===== config.mk =====
export PLATFORM = sky130hd
export DESIGN_NAME = if_stage_flat
export DESIGN_NICKNAME = d
export VERILOG_FILES = /design/src/rtl/if_stage_pkg.sv /design/src/rtl/if_stage_if.sv /design/src/rtl/if_stage_npc_calc.sv /design/src/rtl/if_stage.sv /design/src/flat_wrapper.sv
export SDC_FILE = /design/constraint.sdc
export NUM_CORES = 1
export LEC_CHECK = 0
export CAP_MARGIN = 20
export CORE_ASPECT_RATIO = 0.6
export CORE_UTILIZATION = 53
export DETAILED_ROUTE_END_ITERATION = 10
export DONT_BUFFER_PORTS = 1
export MAX_ROUTING_LAYER = met4
export PLACE_DENSITY = 0.68
export SYNTH_ARGS = -nofsm -noshare
export SYNTH_HDL_FRONTEND = slang
export SYNTH_SLANG_ARGS = --single-unit

===== constraint.sdc =====
create_clock -name clk -period 4.53 [get_ports clk]
set_input_delay 0.453 -clock clk [delete_from_list [all_inputs] [get_ports clk]]
set_output_delay 0.453 -clock clk [all_outputs]
set_load 0.1 [all_outputs]

===== src/rtl/if_stage_pkg.sv =====
// -----------------------------------------------------------------------------
// if_stage_pkg
// Shared control encodings for the instruction-fetch stage:
//   - NPC_* : next-PC operation codes driven by ID (id_npc_op)
//   - RESET_PC : word address of the first fetch (byte 0x3000)
//   - state_t : fetch FSM state encoding
//   - sext16 : 16-to-30 bit sign extension used by the branch adder
// Optional feature macro used by the fetch stage: IF_DELAY_SLOT_EN.
// -----------------------------------------------------------------------------
package if_stage_pkg;

   localparam logic [1:0] NPC_NORMAL = 2'b00;
   localparam logic [1:0] NPC_BRANCH = 2'b01;
   localparam logic [1:0] NPC_JUMP   = 2'b10;
   localparam logic [1:0] NPC_RF     = 2'b11;

   localparam logic [29:0] RESET_PC = 30'h0000_0C00;

   typedef enum logic [1:0] {
      ST_BOOT = 2'b00,
      ST_RUN  = 2'b01,
      ST_HOLD = 2'b10
   } state_t;

   function automatic logic [29:0] sext16(input logic [15:0] imm);
      return {{14{imm[15]}}, imm};
   endfunction

endpackage


===== src/rtl/if_stage_if.sv =====
// -----------------------------------------------------------------------------
// if_stage_if
// Bundles every non-clock signal of the fetch stage.
//   ID control   : stall, id_pc_sel, id_npc_op, id_pc, id_imm16,
//                  id_instr_index, id_rs_data
//   Instr memory : imem_req, imem_addr (out), imem_rdata, imem_valid (in)
//   IF/ID regs   : if_id_pc, if_id_instr, if_id_valid
//   Debug        : dbg_state (current fetch FSM state)
// Handshake: imem_req=1 means imem_addr is a live request; the memory raises
// imem_valid in any cycle where imem_rdata is the word at the current
// imem_addr. There is no back-pressure on the memory side: a request may be
// abandoned (address changed) while imem_valid=0.
// Modports: master = the fetch stage, slave = its environment.
// -----------------------------------------------------------------------------
interface if_stage_if;
   import if_stage_pkg::*;

   logic        stall;
   logic        id_pc_sel;
   logic [1:0]  id_npc_op;
   logic [29:0] id_pc;
   logic [15:0] id_imm16;
   logic [25:0] id_instr_index;
   logic [31:0] id_rs_data;

   logic        imem_req;
   logic [29:0] imem_addr;
   logic [31:0] imem_rdata;
   logic        imem_valid;

   logic [29:0] if_id_pc;
   logic [31:0] if_id_instr;
   logic        if_id_valid;

   state_t      dbg_state;

   modport master (
      input  stall, id_pc_sel, id_npc_op, id_pc, id_imm16, id_instr_index,
             id_rs_data, imem_rdata, imem_valid,
      output imem_req, imem_addr, if_id_pc, if_id_instr, if_id_valid,
             dbg_state
   );

   modport slave (
      output stall, id_pc_sel, id_npc_op, id_pc, id_imm16, id_instr_index,
             id_rs_data, imem_rdata, imem_valid,
      input  imem_req, imem_addr, if_id_pc, if_id_instr, if_id_valid,
             dbg_state
   );

endinterface


===== src/rtl/if_stage_npc_calc.sv =====
// -----------------------------------------------------------------------------
// npc_calc
// Purely combinational redirect-target generator (word addresses).
// Ports:
//   i_npc_op        : NPC_NORMAL / NPC_BRANCH / NPC_JUMP / NPC_RF
//   i_pc_q          : current fetch PC
//   i_id_pc         : PC of the instruction in ID
//   i_id_imm16      : branch offset (words)
//   i_id_instr_index: jump index
//   i_id_rs_word    : register operand, already reduced to bits [31:2]
//   o_target        : selected target
// -----------------------------------------------------------------------------
module npc_calc
   import if_stage_pkg::*;
(
   input  logic [1:0]  i_npc_op,
   input  logic [29:0] i_pc_q,
   input  logic [29:0] i_id_pc,
   input  logic [15:0] i_id_imm16,
   input  logic [25:0] i_id_instr_index,
   input  logic [29:0] i_id_rs_word,
   output logic [29:0] o_target
);

   logic [29:0] w_id_pc_plus1;

   assign w_id_pc_plus1 = i_id_pc + 30'd1;

   always_comb begin
      o_target = i_pc_q + 30'd1;
      case (i_npc_op)
         NPC_BRANCH: o_target = w_id_pc_plus1 + sext16(i_id_imm16);
         // Jump stays inside the 256 MB region of the delay-slot PC.
         NPC_JUMP:   o_target = {w_id_pc_plus1[29:26], i_id_instr_index};
         NPC_RF:     o_target = i_id_rs_word;
         default:    o_target = i_pc_q + 30'd1;
      endcase
   end

endmodule


===== src/rtl/if_stage.sv =====
// -----------------------------------------------------------------------------
// if_stage
// Instruction-fetch stage: fetches one word per cycle from instruction
// memory, buffers it across ID stalls and applies redirects from ID.
// Ports:
//   clk   : clock
//   rst_n : synchronous active-low reset
//   bus   : if_stage_if.master (ID control, instruction memory, IF/ID regs,
//           debug FSM state)
// Configuration macro: IF_DELAY_SLOT_EN
//   defined   - MIPS delay slot: the word fetched alongside a redirect is
//               delivered valid; a redirect seen without a delivery is parked
//               and takes effect after the next delivery.
//   undefined - the word fetched alongside a redirect is squashed, and a
//               redirect without a delivery retargets the PC at once.
// -----------------------------------------------------------------------------
module if_stage
   import if_stage_pkg::*;
(
   input  logic          clk,
   input  logic          rst_n,
   if_stage_if.master    bus
);

   state_t      r_state;
   state_t      w_state_nxt;
   logic [29:0] r_pc;
   logic [31:0] r_buf;
   logic [29:0] r_if_id_pc;
   logic [31:0] r_if_id_instr;
   logic        r_if_id_valid;

   logic        w_req;
   logic        w_deliver;
   logic        w_bubble;
   logic        w_capture;
   logic [31:0] w_word;
   logic        w_redirect;
   logic [29:0] w_target;
   logic        w_unused_rs;

`ifdef IF_DELAY_SLOT_EN
   logic [29:0] r_redir;
   logic        r_redir_pend;
`endif

   // Byte offset bits of the register target are meaningless for fetch.
   assign w_unused_rs = &{1'b0, bus.id_rs_data[1:0]};

   // Stall freezes the whole stage, so a redirect under stall is ignored.
   assign w_redirect = ~bus.id_pc_sel & ~bus.stall;

   npc_calc u_npc_calc (
      .i_npc_op         (bus.id_npc_op),
      .i_pc_q           (r_pc),
      .i_id_pc          (bus.id_pc),
      .i_id_imm16       (bus.id_imm16),
      .i_id_instr_index (bus.id_instr_index),
      .i_id_rs_word     (bus.id_rs_data[31:2]),
      .o_target         (w_target)
   );

   // FSM state register
   always_ff @(posedge clk) begin
      if (!rst_n) r_state <= ST_BOOT;
      else        r_state <= w_state_nxt;
   end

   // FSM next state and per-cycle actions
   always_comb begin
      w_state_nxt = r_state;
      w_req       = 1'b0;
      w_deliver   = 1'b0;
      w_bubble    = 1'b0;
      w_capture   = 1'b0;
      w_word      = bus.imem_rdata;
      case (r_state)
         ST_BOOT: begin
            w_state_nxt = ST_RUN;
         end
         ST_RUN: begin
            w_req = 1'b1;
            if (bus.imem_valid) begin
               if (bus.stall) begin
                  w_capture   = 1'b1;
                  w_state_nxt = ST_HOLD;
               end else begin
                  w_deliver = 1'b1;
               end
            end else if (!bus.stall) begin
               w_bubble = 1'b1;
            end
         end
         ST_HOLD: begin
            w_word = r_buf;
            if (!bus.stall) begin
               w_deliver   = 1'b1;
               w_state_nxt = ST_RUN;
            end
         end
         default: begin
            w_state_nxt = ST_BOOT;
         end
      endcase
   end

   // Datapath: PC, stall buffer, IF/ID register
   always_ff @(posedge clk) begin
      if (!rst_n) begin
         r_pc          <= RESET_PC;
         r_buf         <= 32'd0;
         r_if_id_pc    <= 30'd0;
         r_if_id_instr <= 32'd0;
         r_if_id_valid <= 1'b0;
`ifdef IF_DELAY_SLOT_EN
         r_redir       <= 30'd0;
         r_redir_pend  <= 1'b0;
`endif
      end else begin
         if (w_capture) r_buf <= bus.imem_rdata;
`ifdef IF_DELAY_SLOT_EN
         if (w_deliver) begin
            r_if_id_pc    <= r_pc;
            r_if_id_instr <= w_word;
            r_if_id_valid <= 1'b1;
         end else if (w_bubble) begin
            r_if_id_instr <= 32'd0;
            r_if_id_valid <= 1'b0;
         end
         if (w_redirect) begin
            if (w_deliver) begin
               // The delivered word is the delay slot; a newer redirect
               // supersedes any parked one.
               r_pc         <= w_target;
               r_redir_pend <= 1'b0;
            end else begin
               // No delay slot fetched yet: park the target until it is.
               r_redir      <= w_target;
               r_redir_pend <= 1'b1;
            end
         end else if (w_deliver) begin
            if (r_redir_pend) begin
               r_pc         <= r_redir;
               r_redir_pend <= 1'b0;
            end else begin
               r_pc <= r_pc + 30'd1;
            end
         end
`else
         if (w_deliver && !w_redirect) begin
            r_if_id_pc    <= r_pc;
            r_if_id_instr <= w_word;
            r_if_id_valid <= 1'b1;
         end else if (w_deliver || w_bubble) begin
            // Word fetched down the wrong path is squashed.
            r_if_id_instr <= 32'd0;
            r_if_id_valid <= 1'b0;
         end
         if (w_redirect)     r_pc <= w_target;
         else if (w_deliver) r_pc <= r_pc + 30'd1;
`endif
      end
   end

   assign bus.imem_req    = w_req & rst_n;
   assign bus.imem_addr   = r_pc;
   assign bus.if_id_pc    = r_if_id_pc;
   assign bus.if_id_instr = r_if_id_instr;
   assign bus.if_id_valid = r_if_id_valid;
   assign bus.dbg_state   = r_state;

endmodule


===== src/flat_wrapper.sv =====
// flat-port wrapper written by rule: the top's interface ports become plain ports
module if_stage_flat import if_stage_pkg::*;
  (clk, rst_n, bus_stall, bus_id_pc_sel, bus_id_npc_op, bus_id_pc, bus_id_imm16, bus_id_instr_index, bus_id_rs_data, bus_imem_rdata, bus_imem_valid, bus_imem_req, bus_imem_addr, bus_if_id_pc, bus_if_id_instr, bus_if_id_valid, bus_dbg_state);
  if_stage_if bus_i ();
  input  logic clk;
  input  logic rst_n;
  input wire logic [$bits(bus_i.stall)-1:0] bus_stall;
  input wire logic [$bits(bus_i.id_pc_sel)-1:0] bus_id_pc_sel;
  input wire logic [$bits(bus_i.id_npc_op)-1:0] bus_id_npc_op;
  input wire logic [$bits(bus_i.id_pc)-1:0] bus_id_pc;
  input wire logic [$bits(bus_i.id_imm16)-1:0] bus_id_imm16;
  input wire logic [$bits(bus_i.id_instr_index)-1:0] bus_id_instr_index;
  input wire logic [$bits(bus_i.id_rs_data)-1:0] bus_id_rs_data;
  input wire logic [$bits(bus_i.imem_rdata)-1:0] bus_imem_rdata;
  input wire logic [$bits(bus_i.imem_valid)-1:0] bus_imem_valid;
  output wire logic [$bits(bus_i.imem_req)-1:0] bus_imem_req;
  output wire logic [$bits(bus_i.imem_addr)-1:0] bus_imem_addr;
  output wire logic [$bits(bus_i.if_id_pc)-1:0] bus_if_id_pc;
  output wire logic [$bits(bus_i.if_id_instr)-1:0] bus_if_id_instr;
  output wire logic [$bits(bus_i.if_id_valid)-1:0] bus_if_id_valid;
  output wire logic [$bits(bus_i.dbg_state)-1:0] bus_dbg_state;
  assign bus_i.stall = bus_stall;
  assign bus_i.id_pc_sel = bus_id_pc_sel;
  assign bus_i.id_npc_op = bus_id_npc_op;
  assign bus_i.id_pc = bus_id_pc;
  assign bus_i.id_imm16 = bus_id_imm16;
  assign bus_i.id_instr_index = bus_id_instr_index;
  assign bus_i.id_rs_data = bus_id_rs_data;
  assign bus_i.imem_rdata = bus_imem_rdata;
  assign bus_i.imem_valid = bus_imem_valid;
  assign bus_imem_req = bus_i.imem_req;
  assign bus_imem_addr = bus_i.imem_addr;
  assign bus_if_id_pc = bus_i.if_id_pc;
  assign bus_if_id_instr = bus_i.if_id_instr;
  assign bus_if_id_valid = bus_i.if_id_valid;
  assign bus_dbg_state = bus_i.dbg_state;
  if_stage u_core (.clk(clk), .rst_n(rst_n), .bus(bus_i));
endmodule

# [Yosys cells after proc, flatten, opt, wreduce, memory -nomap -nowiden]
# Cells that the tools add are included.
[word_totals] elab_cells=49 output_inout_bits=96 register_bits=127
[op_classes] mux=21 n_eq_ne=8 reduce_logical=7 bitwise_logic=4 n_addsub=3
[op_table] cell="$mux W32" count=3
[op_table] cell="$pmux W30 S3" count=1
[op_table] cell="$add A30 B1 Y30 const B" count=2
[op_table] cell="$mux W30" count=2
[op_table] cell="$add A30 B30 Y30" count=1
[op_table] cell="$mux W1" count=10
[op_table] cell="$eq A2 B2 Y1 const B" count=3
[op_table] cell="$mux W2" count=3
[op_table] cell="$ne A2 B2 Y1 const B" count=3
[op_table] cell="$pmux W2 S3" count=1
[op_table] cell="$eq A2 B1 Y1 const B" count=2
[op_table] cell="$reduce_bool A2 Y1" count=2
[op_table] cell="$reduce_and A3 Y1" count=1
[op_table] cell="$and A1 B1 Y1" count=2
[op_table] cell="$logic_not A2 Y1" count=1
[op_table] cell="$not A1 Y1" count=2
[op_table] cell="$pmux W1 S2" count=1
[op_table] cell="$logic_and A1 B1 Y1" count=1
[op_table] cell="$logic_not A1 Y1" count=1
[op_table] cell="$logic_or A1 B1 Y1" count=1

# [Logic depth before layout (Yosys ltp)]
[logic_depth] depth_word=6 depth_mapped=16 depth_no_buf=15

# [Modules after synthesis]
# A second synthesis with hierarchy kept.
[hier_totals] cells_unflattened=1140 hier_area_um2=9152.5
[modules_own_cells] module="if_stage" instances=1 area_per_inst_um2=5828.1 cells_each=715
[modules_own_cells] module="npc_calc" instances=1 area_per_inst_um2=3324.4 cells_each=425

# [Worst setup path before layout]
# Ideal clock, no wire load.
[synth_timing] path_type="input-to-reg" start="in bus_id_pc[0]" end="reg u_core.r_pc[29], in the netlist u_core.bus.imem_addr[29]" setup_ns=0.126 path_stages=13 slack_ns=1.325 t_arrival_ns=3.079 path_buffers=0 path_cell_list="ha_1 and3_1 nand3_1 xnor2_1 ha_1 and3_4 and3_4 a31o_2 o41a_1 a41o_1 a311oi_2 xnor2_1 o22ai_1"
[synth_via] elab_chain_cells=4
[synth_lines] item="start: declaration" line_no="flat_wrapper.sv:10" rtl="input wire logic [$bits(bus_i.id_pc)-1:0] bus_id_pc;"
[synth_lines] item="$add A30 B1 Y30 *" line_no="if_stage_npc_calc.sv:27" rtl="assign w_id_pc_plus1 = i_id_pc + 30'd1;"
[synth_lines] item="$add A30 B30 Y30" line_no="if_stage_npc_calc.sv:32" rtl="NPC_BRANCH: o_target = w_id_pc_plus1 + sext16(i_id_imm16);"
[synth_lines] item="$pmux W30 S3 *" line_no="if_stage_npc_calc.sv:31" rtl="case (i_npc_op)"
[synth_lines] item="$mux W30 *" line_no="if_stage.sv:159" rtl="if (w_redirect) r_pc <= w_target;"
[synth_lines] item="end signal: assignment" line_no="if_stage.sv:159"
[synth_lines] item="end signal: assignment" line_no="if_stage.sv:160" rtl="else if (w_deliver) r_pc <= r_pc + 30'd1;"
[synth_lines] item="end: declaration" line_no="if_stage.sv:27" rtl="logic [29:0] r_pc;"
# Every way passes the cells marked *; elsewhere a longest branch is shown, timed or not.
# A chain may end at the register's enable or synchronous reset.

# [Worst setup path in the final report]
[layout_timing] start="in bus_id_pc[0]" end="reg u_core.r_pc[27], in the netlist u_core.bus.imem_addr[27]"
# The elaborated chain is that of the path after synthesis.

==> out/metrics.cfg <==
[cts]
cts_max_level=4
clk_latency_ns=0.40
cts_hold_buf=0
cts.clk_slew.worst_paths_ns=0.06
clk_path_buf_depth=2
post-cts-setup-buffer-count=0
clkSinkCount=127
cts_made_buffers=17
ctsResizeCount=0
cts_tree=done
clockRootBuffer=clkbuf_16

[detailed_routing]
vias_per_cell=6.11
ant_nets=0
vias=8191
route.final.wire_length_mm=24.6
wl_per_cell_um=18.3
drc=0
dr.pass1.iters=5
drt_iter0_drc=757

[setup_path]
worstReg2RegStart=u_core.bus.dbg_state[0]
critPathSlowestCell=nor3_1
path_class=primary input to register
worstPathArrival_ns=3.72
worstSetupEndpointType=register
cp_cell_sequence=ha_1 > nand3_1 > nor3_1 > and2_1 > nand3_1 > xnor2_1 > ha_1 > a21o_1 > a21o_1 > a21o_1 > a221oi_1 > o31ai_1 > a41oi_1 > xor2_1 > o21ai_1
max_stage_delay_ns=0.58
crit_path_start_kind=primary input
critPathLaunch=bus_id_pc[0]
worstPathMaxFanout=5
required_ns=4.81
path_buf_inv=0
r2r_slack_ns=1.55
crit_family=compound AO/OA/AOI/OAI gates
cpMostUsedCell=a21o_1

[sta]
finalMaxSlewViolations=0
grt_setup_unrepaired=no
setup_viol=0
period_needed_ns=3.43
worst_slew_pin_slew_ns=1.17
final-hold-violation-count=0
timing.final.ws_setup_ns=1.10
slew_headroom_pct=21.9
tns_ns=0
skew_ns=0.0140
max_freq_mhz=291
whs_ns=0.156
period_share_pct=75.8

[floorplanning]
rows=35
die_w_um=164
boundaryPins=239
die_h_um=99
start_util_pct=54.2
coreArea_um2=15300
die_area_um2=16200

[yosys]
syn_avg_cell_area_um2=7.34
synth_compound_area_share_pct=24.3
yosys_register_bits=127
ys_seq_area_share_pct=30.6
synth_async_sr_flop_share_pct=0
synth_xor_area_share_pct=5.90
synthAdderAreaFrac_pct=6.11
ys_top_cells_by_count=205 x nand2_1, 161 x a21oi_1, 127 x dfxtp_1
synthCells=1133
synth_nets=1316
synth_top_area_share_pct=30.6
synth_top_family_by_area=compound AO/OA/AOI/OAI gates
yosysTopAreaCell=dfxtp_1
yosys.area_share.simple_pct=22.8
synthTopCellsByArea=dfxtp_1 31%, a21oi_1 9.7%, nand2_1 9.3%
synthesis.area_um2=8310
synthMuxAreaShare_pct=5.42
yosys_warnings=0
synth.distinct_cells=65
ys.flop_type=dfxtp_1
synth_edf_count=0
yosysMostFrequentCell=nand2_1

[cells_and_area]
nets=1307
fin_area_um2=9190
drive_gt1_share_pct=8.97
diodes=0
utilization_pct=60.0
synthToLayoutAreaGrowth_pct=10.6

[pwr]
max-vdd-ir-drop_uv=252
power_density_nw_per_um2=347
power_leakage_uw=0.00343

[job]
maxCapViolations=0

[placement]
post_dp_cell_area_um2=8590
place_congestion=0.938
io_buffers=0
hpwl_mm=18.6
place_ws_ns=0.735

[grt]
first_global_vias=7458
grt_pass1_wl_mm=38.3
grt_overflow_total=0
antenna_found_initial=0
grt_max_degree=71
gr-usage-all-layers_pct=30.8

[worst_hold_path]
min_path_type=primary input to register
min_from=rst_n

[outcome]
outcome=finished, final reports clean

kinds of logic (layout without fill, tap and decap cells):
group | Yosys count | after routing
xor gates and xnor gates | 56 | 56
DFF | 127 | 127
muxes | 44 | 44
adders and majority gates | 40 | 40
buffers and inverters | 93 | 97
and+or+nand+nor | 440 | 440
AOI/OAI and AO/OA | 333 | 333
worst paths after layout:
path | to | cells after the start
max reg2reg | u_core.bus.imem_addr[29] | 12
min | u_core.bus.imem_addr[11] | 1
min reg2reg | u_core.r_buf[9] | 2
max | u_core.bus.imem_addr[27] | 15
metal layers:
metal  GRT usage [%]  share of wire (%)  up-vias
li1                -                  -     3991
met1            44.0                 49     3854
met2            43.4                 40      328
met3            8.50                 10       18
met4            4.91               0.75        0
met5               -                  0        -
through the flow:
stage               total power, µW  std cells
floorplan                      1730       1133
detailed placement             1850       1307
global route                   3310       1340
finish                         3190       1340
global placement               1840       1307
CTS                            3190       1339
flip-flops by register name (all words and copies together) (netlist names):
signal and count:
u_core.r_buf 32, u_core.bus.imem_addr 30, u_core.bus.if_id_pc 30, u_core.bus.dbg_state 2, u_core.bus.if_id_instr 32, u_core.bus.if_id_valid 1
layout by cell type, fill, tap and decap left out, types with 6 or more instances in the layout:
cell | netlist | layout
nor2_1 | 121 | 121
ha_1 | 39 | 38
o21ai_0 | 45 | 45
mux2i_1 | 36 | 36
dfxtp_1 | 127 | 127
xor2_1 | 21 | 21
o22ai_1 | 7 | 7
a21oi_1 | 161 | 161
o31ai_1 | 7 | 7
mux2_2 | 8 | 8
buf_4 | 1 | 46
a31oi_1 | 15 | 15
a22oi_1 | 6 | 6
nand4_1 | 10 | 10
nor3_1 | 14 | 13
nand2_1 | 205 | 205
a211oi_1 | 10 | 10
and4_1 | 6 | 6
clkbuf_16 | 0 | 17
a21o_1 | 21 | 21
and3_1 | 14 | 14
nand3_1 | 43 | 43
xnor2_1 | 35 | 35
inv_1 | 18 | 17
report_power, final:
group / total, µW / internal [µW] / leakage [µW] / switching [µW]
Clock: 1350 / 822 / 0.000284 / 529
Sequential: 1200 / 1140 / 0.00103 / 56.6
Combinational: 634 / 220 / 0.00212 / 414
Total: 3190 / 2190 / 0.00343 / 999
cell type report:
type | instances | area [µm²]
clock buffer | 18 | 429
clock inverter | 14 | 158
fill | 1495 | 6140
inverter | 18 | 68.8
multi-input combinational | 913 | 5380
sequential | 127 | 2540
tap | 203 | 254
timing repair buffer | 47 | 360
Note: power is estimated with default switching activity, not from simulation.
